File: src/rtl/multi_servo_ctrl.sv
// Multi-channel servo PWM generator: each channel ramps its duty ratio one LSB
//   at a time toward a clamped target and updates its waveform only at period boundaries.
// Latency: target writes land one clock after wr_valid; enable edges act on the next clock.
// Backpressure: none; writes are always accepted, and writes to out-of-range channels are dropped.
//
// Ports:
//   clock, reset_n        main clock and asynchronous active-low reset
//   pwm_enable[NUM_CH]    per-channel enable; a 0->1 edge (re)starts the channel from start_pwm_ratio
//   min/max_pwm_ratio     shared clamp window applied to every channel's target
//   start_pwm_ratio       ratio loaded when a channel starts
//   wr_valid/wr_ch/wr_target  one-cycle target write strobe, channel index and value
//   pwm_signal[NUM_CH]    PWM outputs, high while tick < shadow ratio
//   done[NUM_CH]          high while a channel holds at its clamped target

module multi_servo_ctrl #(
    parameter int NUM_CH       = 4,
    parameter int RATIO_W      = 8,
    parameter int PRESCALE     = 1,
    parameter int STEP_PERIODS = 1,
    localparam int CH_W        = (NUM_CH > 1) ? $clog2(NUM_CH) : 1
) (
    input  logic               clock,
    input  logic               reset_n,
    input  logic [NUM_CH-1:0]  pwm_enable,
    input  logic [RATIO_W-1:0] min_pwm_ratio,
    input  logic [RATIO_W-1:0] max_pwm_ratio,
    input  logic [RATIO_W-1:0] start_pwm_ratio,
    input  logic               wr_valid,
    input  logic [CH_W-1:0]    wr_ch,
    input  logic [RATIO_W-1:0] wr_target,
    output logic [NUM_CH-1:0]  pwm_signal,
    output logic [NUM_CH-1:0]  done
);

    localparam int PW = (PRESCALE > 1) ? $clog2(PRESCALE) : 1;
    localparam int SW = (STEP_PERIODS > 1) ? $clog2(STEP_PERIODS) : 1;

    typedef logic [RATIO_W-1:0] ratio_t;
    typedef enum logic [1:0] {IDLE = 2'd0, RAMP = 2'd1, HOLD = 2'd2} state_t;

    // Lower clamp wins when the window is inverted (min > max).
    function automatic ratio_t clamp_ratio(input ratio_t x, input ratio_t lo, input ratio_t hi);
        ratio_t m;
        m = (x > hi) ? hi : x;
        return (m < lo) ? lo : m;
    endfunction

    // Shared timebase: prescaler feeding a free-running tick counter.
    logic [PW-1:0] pre_q, pre_d;
    ratio_t        tick_q, tick_d;
    logic          tick_adv;
    logic          boundary;
    ratio_t        start_c;

    always_comb begin
        tick_adv = (pre_q == PW'(PRESCALE - 1));
        pre_d    = tick_adv ? '0 : pre_q + 1'b1;
        tick_d   = tick_adv ? tick_q + 1'b1 : tick_q;
        boundary = tick_adv && (tick_q == '1);
        start_c  = clamp_ratio(start_pwm_ratio, min_pwm_ratio, max_pwm_ratio);
    end

    always_ff @(posedge clock or negedge reset_n) begin
        if (!reset_n) begin
            pre_q  <= '0;
            tick_q <= '0;
        end else begin
            pre_q  <= pre_d;
            tick_q <= tick_d;
        end
    end

    for (genvar c = 0; c < NUM_CH; c++) begin : g_ch
        state_t        state_q, state_d;
        ratio_t        cur_q, cur_d;
        ratio_t        shd_q, shd_d;
        ratio_t        tgt_q, tgt_d;
        ratio_t        tgt_c;
        logic [SW-1:0] step_q, step_d;
        logic          step_last;
        logic          en_q;
        logic          pwm_q, done_q;

        assign tgt_c     = clamp_ratio(tgt_q, min_pwm_ratio, max_pwm_ratio);
        assign step_last = (step_q == SW'(STEP_PERIODS - 1));

        always_comb begin
            state_d = state_q;
            cur_d   = cur_q;
            shd_d   = shd_q;
            step_d  = step_q;
            tgt_d   = (wr_valid && (wr_ch == CH_W'(c))) ? wr_target : tgt_q;

            if (!pwm_enable[c]) begin
                state_d = IDLE;
                shd_d   = '0;
                step_d  = '0;
            end else begin
                case (state_q)
                    IDLE: begin
                        shd_d  = '0;
                        step_d = '0;
                        // Only a fresh 0->1 edge starts the channel; the shadow stays 0
                        // so the output is low until the next period boundary.
                        if (!en_q) begin
                            state_d = RAMP;
                            cur_d   = start_c;
                        end
                    end
                    RAMP: begin
                        if (boundary) begin
                            shd_d = cur_q;
                            if (step_last) begin
                                step_d = '0;
                                // Stepping toward the clamped target can never overflow
                                // or leave the clamp window.
                                if (cur_q < tgt_c) begin
                                    cur_d = cur_q + 1'b1;
                                end else if (cur_q > tgt_c) begin
                                    cur_d = cur_q - 1'b1;
                                end
                            end else begin
                                step_d = step_q + 1'b1;
                            end
                        end
                        if (cur_q == tgt_c) begin
                            state_d = HOLD;
                        end
                    end
                    HOLD: begin
                        step_d = '0;
                        if (boundary) begin
                            shd_d = cur_q;
                        end
                        if (cur_q != tgt_c) begin
                            state_d = RAMP;
                        end
                    end
                    default: begin
                        state_d = IDLE;
                        shd_d   = '0;
                        step_d  = '0;
                    end
                endcase
            end
        end

        always_ff @(posedge clock or negedge reset_n) begin
            if (!reset_n) begin
                state_q <= IDLE;
                cur_q   <= '0;
                shd_q   <= '0;
                tgt_q   <= '0;
                step_q  <= '0;
                // Edge detector comes out of reset as "already high" so an enable
                // held high through reset does not count as a new edge.
                en_q    <= 1'b1;
                pwm_q   <= 1'b0;
                done_q  <= 1'b0;
            end else begin
                state_q <= state_d;
                cur_q   <= cur_d;
                shd_q   <= shd_d;
                tgt_q   <= tgt_d;
                step_q  <= step_d;
                en_q    <= pwm_enable[c];
                // Outputs are registered from next-state values so they line up
                // with the tick and shadow registers they describe.
                pwm_q   <= (state_d != IDLE) && (tick_d < shd_d);
                done_q  <= (state_d == HOLD);
            end
        end

        assign pwm_signal[c] = pwm_q;
        assign done[c]       = done_q;
    end

endmodule

File: config.mk
export PLATFORM = sky130hd
export DESIGN_NAME = multi_servo_ctrl
export DESIGN_NICKNAME = d
export VERILOG_FILES = /design/src/rtl/multi_servo_ctrl.sv
export SDC_FILE = /design/constraint.sdc
export NUM_CORES = 1
export LEC_CHECK = 0
export ABC_AREA = 1
export CAP_MARGIN = 20
export CORE_UTILIZATION = 60
export CTS_BUF_LIST = sky130_fd_sc_hd__clkbuf_2 sky130_fd_sc_hd__clkbuf_4 sky130_fd_sc_hd__clkbuf_8
export CTS_CLUSTER_SIZE = 40
export DETAILED_ROUTE_END_ITERATION = 6
export PLACE_DENSITY = 0.79
export SLEW_MARGIN = 20
export SYNTH_ARGS = -nofsm -noshare
export SYNTH_HDL_FRONTEND = slang
export SYNTH_SLANG_ARGS = --single-unit
export TNS_END_PERCENT = 5
File: constraint.sdc
create_clock -name clock -period 10.1 [get_ports clock]
set_input_delay 2.02 -clock clock [delete_from_list [all_inputs] [get_ports clock]]
set_output_delay 2.02 -clock clock [all_outputs]
set_load 0.02 [all_outputs]
==> results of run 1 <==
per-layer routing:
| layer | part of all wire | GRT usage | vias up |
|---|---|---|---|
| li1 | - | - | 4870 |
| met2 | 0.47 | 0.530 | 318 |
| met5 | 0 | 0 | - |
| met1 | 0.44 | 0.400 | 4417 |
| met3 | 0.051 | 0.0567 | 75 |
| met4 | 0.041 | 0.157 | 0 |
area by class of cell:
| cell class | count | area (µm²) |
|---|---|---|
| Fill cell | 1492 | 5680 |
| Sequential cell | 124 | 3110 |
| Tap cell | 225 | 282 |
| Timing Repair Buffer | 51 | 504 |
| Clock inverter | 14 | 184 |
| Multi-Input combinational cell | 1115 | 6620 |
| Inverter | 180 | 676 |
| Clock buffer | 18 | 248 |
where the power goes:
part	switching [µW]	total (µW)	leakage (µW)	internal [µW]
clock network	231	487	0.000210	256
logic	865	1470	0.00439	603
registers	132	713	0.00160	581
total	1230	2670	0.00619	1440
worst paths after layout:
| check | startpoint | slack (ps) | endpoint | cells past startpoint |
|---|---|---|---|---|
| worst max-delay path | max_pwm_ratio[0] | 1700 | g_ch[1].cur_q[7] | 35 |
| worst min-delay path | g_ch[3].tgt_q[4] | 530 | g_ch[3].tgt_q[4] | 2 |
| worst max register to register | g_ch[2].tgt_q[3] | 3520 | g_ch[2].cur_q[7] | 33 |
| worst min register to register | g_ch[3].tgt_q[4] | 530 | g_ch[3].tgt_q[4] | 2 |
| max in group asynchronous | reset_n | 7420 | g_ch[2].tgt_q[3] | 2 |
| min in group asynchronous | reset_n | 1560 | g_ch[3].shd_q[5] | 1 |
cells in the mapped netlist, types with 3 or more instances:
master / number
nand2_1: 391
ha_1: 180
inv_1: 178
dfrtp_1: 120
nor2_1: 118
o21ai_0: 112
a21oi_1: 100
nand3_1: 88
nor3_1: 29
clkbuf_1: 21
xnor2_1: 17
nand4_1: 12
xor2_1: 12
a211oi_1: 9
buf_4: 8
buf_2: 7
o211ai_1: 6
and3_1: 4
dfstp_2: 4
fa_1: 4
a21o_1: 3
or2_2: 3
cells by family (layout without fill, tap and decap cells):
family / count (synthesis) / count (layout) / share of synthesized area
fa+ha+maj: 184 / 184 / 0.220
simple gates: 655 / 655 / 0.253
xor+xnor: 29 / 29 / 0.0240
compound gates: 247 / 247 / 0.127
flops: 124 / 124 / 0.293
buf+inv: 218 / 263 / 0.0823
stage by stage:
step	hold WS, ps	area, µm²
5_1_grt	568	11600
6_report	533	11600
3_5_place_dp	513	11200
2_1_floorplan	475	10600
3_3_place_gp	509	11200
4_1_cts	535	11600
state kept, by name, summed over array words and instances, names as in the netlist:
| register | flops |
|---|---|
| g_ch.cur_q | 32 |
| g_ch.shd_q | 32 |
| g_ch.tgt_q | 32 |
| g_ch.state_q | 8 |
| tick_q | 8 |
| g_ch.done_q | 4 |
| g_ch.en_q | 4 |
| g_ch.pwm_q | 4 |
worst max-delay path: cells and delay by family:
kind	cells	cell delay [ps]
adder cells (fa/ha/maj)	4	1390
AO/OA/AOI/OAI	9	2800
buffers and inverters	3	740
AND/OR/NAND/NOR	19	1790
==> reports/qor.csv, run 1 <==
metric;value;unit
status;completed;
clock latency on the worst-skew pair;450;ps
asr flop ratio synth;1.00;
pre-CTS WS;1320;ps
largest area contributor in the netlist;dfrtp_1;
DIE HEIGHT;135;µm
Detailed Place HPWL;21.2;mm
Remaining DRCs;0;
CTS buffer count;17;
drt wl/cell;15.7;µm
critical path type;input port to register;
relative slew slack;0.337;
Syn Inst Count;1457;
most frequent cells in the layout;nand2_1 (391), ha_1 (180), inv_1 (178);
GRT Util Overall;0.319;
Req. time, crit path;10450;ps
top cell type's share of synthesized area;0.283;
TritonRoute pass-1 iters;5;
RSZ-0062 raised after global routing;no;
synthesized flop and latch total;124;
Post-CTS Setup Bufs;0;
fin crit period;8400;ps
GPL Wtd Cong;0.960;
Slew @ Worst Pin;989;ps
Cell Rows;48;
Fin Setup TNS;0;ps
top cells by area, synth;dfrtp_1 (28%), ha_1 (21%), nand2_1 (14%);
Starting DRT DRC Count;647;
Worst path max stage delay;770;ps
slowest CP cell;a211oi_1;
die area;0.0182;mm²
Post-Syn Area;0.0106;mm²
grt ovf;0;
Root Driver;clkbuf_8;
crit path DAT;8750;ps
PortBufs;48;
vias in the first global route;9318;
Resized Gates After CTS;0;
final WL;27.2;mm
Leak;0.00619;µW
CTS tree;yes;
Pwr Total;2670;µW
layout cells sized above 1;0.0373;
fin crit share;0.832;
Area Overhead vs Synth;9.63;%
Clock Skew;10.1;ps
final design utilization;0.672;
Post-synth EDFFs;0;
CP Launch Type;input port;
Hold Path Class;register to register;
Max clock buf depth;2;
clock slew at reported path FFs;80;ps
first-pass GRT wire length;45.5;mm
Core Area;0.0173;mm²
Initial Util;0.613;
Non-Filler Instances;1727;
CP max FO;15;
synth warn;0;
ant diodes;0;
commonest non-fill, non-tap cell in the layout;nand2_1;
Placed Cells;1695;
Nets;1714;
die width;135;µm
fmax;119;MHz
Synth cell types;42;
Seq/Total Area, Yosys;0.293;
Via density;5.61;
pwr dens;230;mW/mm²
most frequent CP cell;nand2_1;
max cap viols;0;
initial antenna violation count;0;
Final ANT Viol Nets;0;
final setup vio count;0;
Post-Syn Nets;1682;
peak supply drop;0.0000984;V
# IOs;49;
Crit. End Element;register;
largest net degree at the start of global routing;80;
Clock Sink Count;124;
Post-CTS Hold Fix Bufs;0;
top_reg_cell synth;dfrtp_1;
Slew Limit Fails;0;
Final Hold Viols;0;
DR vias;9680;
Setup WS post-layout;1700;ps
syn avg cell area;7.27;µm²
htree depth;4;
(Power assumes the default switching activity.)
==> inputs of run 2 (changes only) <==
==> constraint.sdc (replaced) <==
create_clock -name clock -period 8 [get_ports clock]
set_input_delay 1.6 -clock clock [delete_from_list [all_inputs] [get_ports clock]]
set_output_delay 1.6 -clock clock [all_outputs]
set_load 0.02 [all_outputs]
==> reports/qor.csv, run 2 (same netlist as run 1, synthesis figures left out) <==
metric;value;unit;change
peak supply drop;0.000135;V;was 0.0000984 V
die area;0.0182;mm²;unchanged
Final ANT Viol Nets;0;;unchanged
first-pass GRT wire length;45.3;mm;was 45.5 mm
clock slew at reported path FFs;80;ps;about the same
sequential cell area;0.00311;mm²;unchanged
initial antenna violation count;0;;unchanged
Max clock buf depth;2;;unchanged
Clock Skew;17.5;ps;was 10.1 ps
Final Hold Viols;0;;unchanged
ant diodes;0;;unchanged
Crit. End Element;register;;unchanged
GPL Wtd Cong;0.920;;was 0.960
drt wl/cell;15.7;µm;about the same
grt ovf;0;;unchanged
fmax;140;MHz;
commonest non-fill, non-tap cell in the layout;nand2_1;;unchanged
Placed Cells;1705;;was 1695
Starting DRT DRC Count;686;;was 647
Crit Reg-Reg Startpoint;g_ch[3].tgt_q[3];;was g_ch[2].tgt_q[3]
Remaining DRCs;0;;unchanged
R2R depth;35;;was 33
Initial Util;0.613;;unchanged
final instance area;0.0117;mm²;was 0.0116 mm²
fin crit period;7160;ps;
DIE HEIGHT;135;µm;unchanged
hold path depth;2;;unchanged
most frequent cells in the layout;nand2_1 (391), ha_1 (180), inv_1 (178);;unchanged
Post-CTS Hold Fix Bufs;0;;unchanged
Req. time, crit path;8350;ps;was 10450 ps
die width;135;µm;unchanged
pwr dens;290;mW/mm²;was 230 mW/mm²
Core Area;0.0173;mm²;unchanged
vias in the first global route;9346;;was 9318
worst hold endpoint;g_ch[1].tgt_q[4];;was g_ch[3].tgt_q[4]
critical path type;input port to register;;unchanged
htree depth;4;;unchanged
final design utilization;0.674;;was 0.672
area of the multi-input gates;0.00662;mm²;unchanged
Via density;5.58;;was 5.61
fin crit share;0.895;;
RSZ-0062 raised after global routing;no;;unchanged
Fin Setup TNS;0;ps;unchanged
CTS buffer count;17;;unchanged
Top Registers;g_ch.cur_q: 32 flops, g_ch.shd_q: 32 flops, g_ch.tgt_q: 32 flops;;unchanged
Slew @ Worst Pin;984;ps;was 989 ps
Leak;0.00623;µW;was 0.00619 µW
Slew Limit Fails;0;;unchanged
Non-Filler Instances;1737;;was 1727
CP max FO;16;;was 15
GRT Util Overall;0.319;;about the same
R2R Setup Slk;2240;ps;was 3520 ps
max cap viols;0;;unchanged
final setup vio count;0;;unchanged
hold_sp;g_ch[1].tgt_q[4];;was g_ch[3].tgt_q[4]
status;completed;;unchanged
largest net degree at the start of global routing;83;;was 80
# IOs;49;;unchanged
DR vias;9689;;was 9680
Resized Gates After CTS;0;;unchanged
TritonRoute pass-1 iters;5;;unchanged
CTS tree;yes;;unchanged
fillers;1499;;was 1492
DP Area;0.0113;mm²;was 0.0112 mm²
Clock Sink Count;124;;unchanged
CP Launch Type;input port;;unchanged
Worst path max stage delay;450;ps;was 770 ps
Nets;1724;;was 1714
clock latency on the worst-skew pair;460;ps;was 450 ps
most frequent CP cell;nand2_1;;unchanged
Post-CTS Setup Bufs;0;;unchanged
Area Overhead vs Synth;9.93;%;was 9.63%
final WL;27.3;mm;was 27.2 mm
Pwr Total;3380;µW;was 2670 µW
FF-to-FF End;g_ch[3].cur_q[7];;was g_ch[2].cur_q[7]
layout cells sized above 1;0.0437;;was 0.0373
Hold Path Class;register to register;;unchanged
slowest CP cell;clkdlybuf4s50_1;;was a211oi_1
relative slew slack;0.344;;was 0.337
crit path DAT;7510;ps;was 8750 ps
Root Driver;clkbuf_8;;unchanged
Detailed Place HPWL;21.5;mm;was 21.2 mm
Cell Rows;48;;unchanged
PortBufs;48;;unchanged
==> run 2: changes by cell type in the layout (fill, tap and decap cells not counted) <==
| cell | change |
|---|---|
| clkinv_4 | -2 |
| inv_8 | -2 |
| clkinv_2 | +4 |
| bufinv_16 | -1 |
| clkinvlp_4 | -1 |
| buf_4 | +10 |
| clkbuf_4 | +3 |
| inv_6 | -1 |
==> run 2: layout make-up <==
class / count / share of cell area
Multi-Input combinational cell: 1115 / 0.568
Sequential cell: 124 / 0.267
Tap cell: 225 / 0.0242
Timing Repair Buffer: 61 / 0.0497
Inverter: 180 / 0.0580
Clock inverter: 11 / 0.0101
Clock buffer: 21 / 0.0232
==> run 2: how the worst max path moves through the flow <==
stage,start,end,slack [ps],cells after the start
2_1_floorplan,max_pwm_ratio[3],g_ch[2].cur_q[7],1100,36
3_5_place_dp,max_pwm_ratio[5],g_ch[1].cur_q[7],470,39
6_report,max_pwm_ratio[5],g_ch[3].cur_q[7],840,35
4_1_cts,max_pwm_ratio[5],g_ch[1].cur_q[7],950,39
5_1_grt,max_pwm_ratio[6],g_ch[3].cur_q[7],250,35
3_3_place_gp,max_pwm_ratio[5],g_ch[1].cur_q[7],550,39
==> run 2: metrics by stage <==
stage	worst slack, ps	hold slack, ps
after floorplan	1100	475
after global placement	553	506
after detailed placement	468	511
after CTS	947	532
after global routing	245	557
final	843	527
==> run 2: worst max-delay path: cells and delay by family <==
| kind | cells | cell delay [ps] |
|---|---|---|
| buffers and inverters | 4 | 760 |
| AOI/OAI and AO/OA | 11 | 2090 |
| and+or+nand+nor | 15 | 1580 |
| xor gates and xnor gates | 1 | 80 |
| adders and majority gates | 4 | 1370 |
==> run 2: power by group <==
| group | switching (µW) | internal [µW] |
|---|---|---|
| combinational | 1110 | 794 |
| sequential | 176 | 733 |
| clock | 270 | 294 |
| total | 1560 | 1820 |
==> run 2: layer usage <==
metal / share of wire / vias up / GRT usage
met5: 0 / - / 0
met4: 0.035 / 0 / 0.137
met3: 0.042 / 62 / 0.0484
met2: 0.48 / 276 / 0.543
met1: 0.44 / 4465 / 0.401
li1: - / 4886 / -
==> inputs of run 3 (changes only) <==
--- a/config.mk
+++ b/config.mk
@@ -6,12 +6,11 @@
 export NUM_CORES = 1
 export LEC_CHECK = 0
 export ABC_AREA = 1
-export CAP_MARGIN = 20
-export CORE_UTILIZATION = 60
+export CORE_UTILIZATION = 58
 export CTS_BUF_LIST = sky130_fd_sc_hd__clkbuf_2 sky130_fd_sc_hd__clkbuf_4 sky130_fd_sc_hd__clkbuf_8
 export CTS_CLUSTER_SIZE = 40
 export DETAILED_ROUTE_END_ITERATION = 6
-export PLACE_DENSITY = 0.79
+export PLACE_DENSITY = 0.8
 export SLEW_MARGIN = 20
 export SYNTH_ARGS = -nofsm -noshare
 export SYNTH_HDL_FRONTEND = slang
==> constraint.sdc (replaced) <==
create_clock -name clock -period 6.15 [get_ports clock]
set_input_delay 1.23 -clock clock [delete_from_list [all_inputs] [get_ports clock]]
set_output_delay 1.23 -clock clock [all_outputs]
set_load 0.02 [all_outputs]
==> reports/qor.csv, run 3 (same netlist as run 1, synthesis figures left out) <==
metric;value;unit;change
status;completed;;unchanged
initial antenna violation count;0;;unchanged
Final Hold Viols;0;;unchanged
commonest non-fill, non-tap cell in the layout;nand2_1;;unchanged
Worst path max stage delay;500;ps;was 450 ps
die width;137;µm;was 135 µm
Fin Setup TNS;0;ps;unchanged
fmax;165;MHz;
area of the multi-input gates;0.00679;mm²;was 0.00662 mm²
GRT Util Overall;0.318;;was 0.319
most frequent CP cell;nand2_1;;unchanged
Root Driver;clkbuf_8;;unchanged
largest net degree at the start of global routing;69;;was 83
GPL Wtd Cong;0.920;;about the same
DIE HEIGHT;137;µm;was 135 µm
pwr dens;408;mW/mm²;was 290 mW/mm²
TritonRoute pass-1 iters;5;;unchanged
fin crit share;0.988;;
drt wl/cell;15.2;µm;was 15.7 µm
Max clock buf depth;2;;unchanged
final setup vio count;0;;unchanged
Req. time, crit path;6500;ps;was 8350 ps
fin crit period;6070;ps;
sequential cell area;0.00311;mm²;unchanged
Via density;5.53;;was 5.58
Final ANT Viol Nets;0;;unchanged
CTS buffer count;17;;unchanged
clock slew at reported path FFs;80;ps;about the same
most frequent cells in the layout;nand2_1 (386), ha_1 (174), inv_1 (173);;was nand2_1 (391), ha_1 (180), inv_1 (178)
Cell Rows;49;;was 48
Hold Path Class;register to register;;unchanged
Top Registers;g_ch.cur_q: 32 flops, g_ch.shd_q: 32 flops, g_ch.tgt_q: 32 flops;;unchanged
Nets;1845;;was 1724
Detailed Place HPWL;21.5;mm;about the same
Slew @ Worst Pin;975;ps;was 984 ps
critical path type;input port to register;;unchanged
Hold Worst Slack;539;ps;was 527 ps
Crit. End Element;register;;unchanged
final WL;28.4;mm;was 27.3 mm
fillers;1423;;was 1499
Placed Cells;1818;;was 1705
max cap viols;0;;unchanged
Non-Filler Instances;1862;;was 1737
Initial Util;0.590;;was 0.613
final instance area;0.0128;mm²;was 0.0117 mm²
Clock Sink Count;124;;unchanged
Leak;0.00685;µW;was 0.00623 µW
slowest CP cell;clkdlybuf4s50_1;;unchanged
Core Area;0.0180;mm²;was 0.0173 mm²
Remaining DRCs;0;;unchanged
peak supply drop;0.000216;V;was 0.000135 V
crit path DAT;6420;ps;was 7510 ps
DP Area;0.0121;mm²;was 0.0113 mm²
Area Overhead vs Synth;20.6;%;was 9.93%
Clock Skew;16.8;ps;was 17.5 ps
first-pass GRT wire length;46.5;mm;was 45.3 mm
layout cells sized above 1;0.134;;was 0.0437
relative slew slack;0.349;;was 0.344
ant diodes;0;;unchanged
Starting DRT DRC Count;670;;was 686
# IOs;49;;unchanged
RSZ-0062 raised after global routing;yes;;was no
Slew Limit Fails;0;;unchanged
PortBufs;48;;unchanged
Setup WS post-layout;75.7;ps;was 843 ps
die area;0.0188;mm²;was 0.0182 mm²
pre-CTS WS;-493;ps;was 468 ps
grt ovf;0;;unchanged
vias in the first global route;9821;;was 9346
DR vias;10300;;was 9689
htree depth;4;;unchanged
CP Launch Type;input port;;unchanged
clock latency on the worst-skew pair;470;ps;was 460 ps
CP max FO;16;;unchanged
CTS tree;yes;;unchanged
run 3: changes by cell type in the layout (fill, tap and decap cells not counted), sizes merged:
| cell | change |
|---|---|
| clkinv | -1 |
| clkbuf | -1 |
| nand2 | +1 |
| buf | +120 |
| bufinv | +1 |
| clkinvlp | +1 |
run 3: metal layers:
| layer | vias up | share of wire | global-route usage |
|---|---|---|---|
| met5 | - | 0 | 0 |
| met4 | 0 | 0.033 | 0.128 |
| met3 | 69 | 0.043 | 0.0401 |
| met2 | 342 | 0.49 | 0.550 |
| met1 | 4765 | 0.43 | 0.400 |
| li1 | 5123 | - | - |
run 3: path summary, 6_finish.rpt:
check / endpoint / from / slack, ps / cells after the start
max: g_ch[0].cur_q[6] / max_pwm_ratio[5] / 80 / 36
min: g_ch[3].tgt_q[7] / g_ch[3].tgt_q[7] / 540 / 2
max reg2reg: g_ch[2].cur_q[7] / g_ch[2].tgt_q[3] / 1080 / 39
min reg2reg: g_ch[3].tgt_q[7] / g_ch[3].tgt_q[7] / 540 / 2
max in group asynchronous: g_ch[1].tgt_q[5] / reset_n / 3970 / 2
min in group asynchronous: g_ch[0].done_q / reset_n / 860 / 1
run 3: cell type report:
class	count	share of cell area
well taps	229	0.0224
repair buffers	181	0.116
clock inverters	12	0.0126
flip-flops and latches	124	0.243
clock buffers	20	0.0210
multi-input cells	1116	0.531
inverters	180	0.0531
run 3: critical path: cells and delay by family:
| family | cells | cell delay, ps |
|---|---|---|
| buf+inv | 7 | 1360 |
| compound gates | 8 | 1290 |
| simple gates | 16 | 1140 |
| fa+ha+maj | 4 | 1140 |
| xor+xnor | 1 | 210 |
run 3: what timing repair did:
action                     CTS  global route
setup buffers                0            11
pin swaps                    0            10
gates resized for setup      4            48
hold buffers                 0             0
cloned                       0             1
setup endpoints to repair    2            18
run 3: report_power, final:
part	internal, µW	switching, µW
Sequential	953	232
Combinational	1610	1630
Clock	432	370
run 3: stage by stage:
step	total power (µW)	utilization
after CTS	5050	0.698
after global placement	4110	0.674
after global routing	5690	0.712
after detailed placement	4230	0.674
after floorplan	3020	-
final	5220	0.712
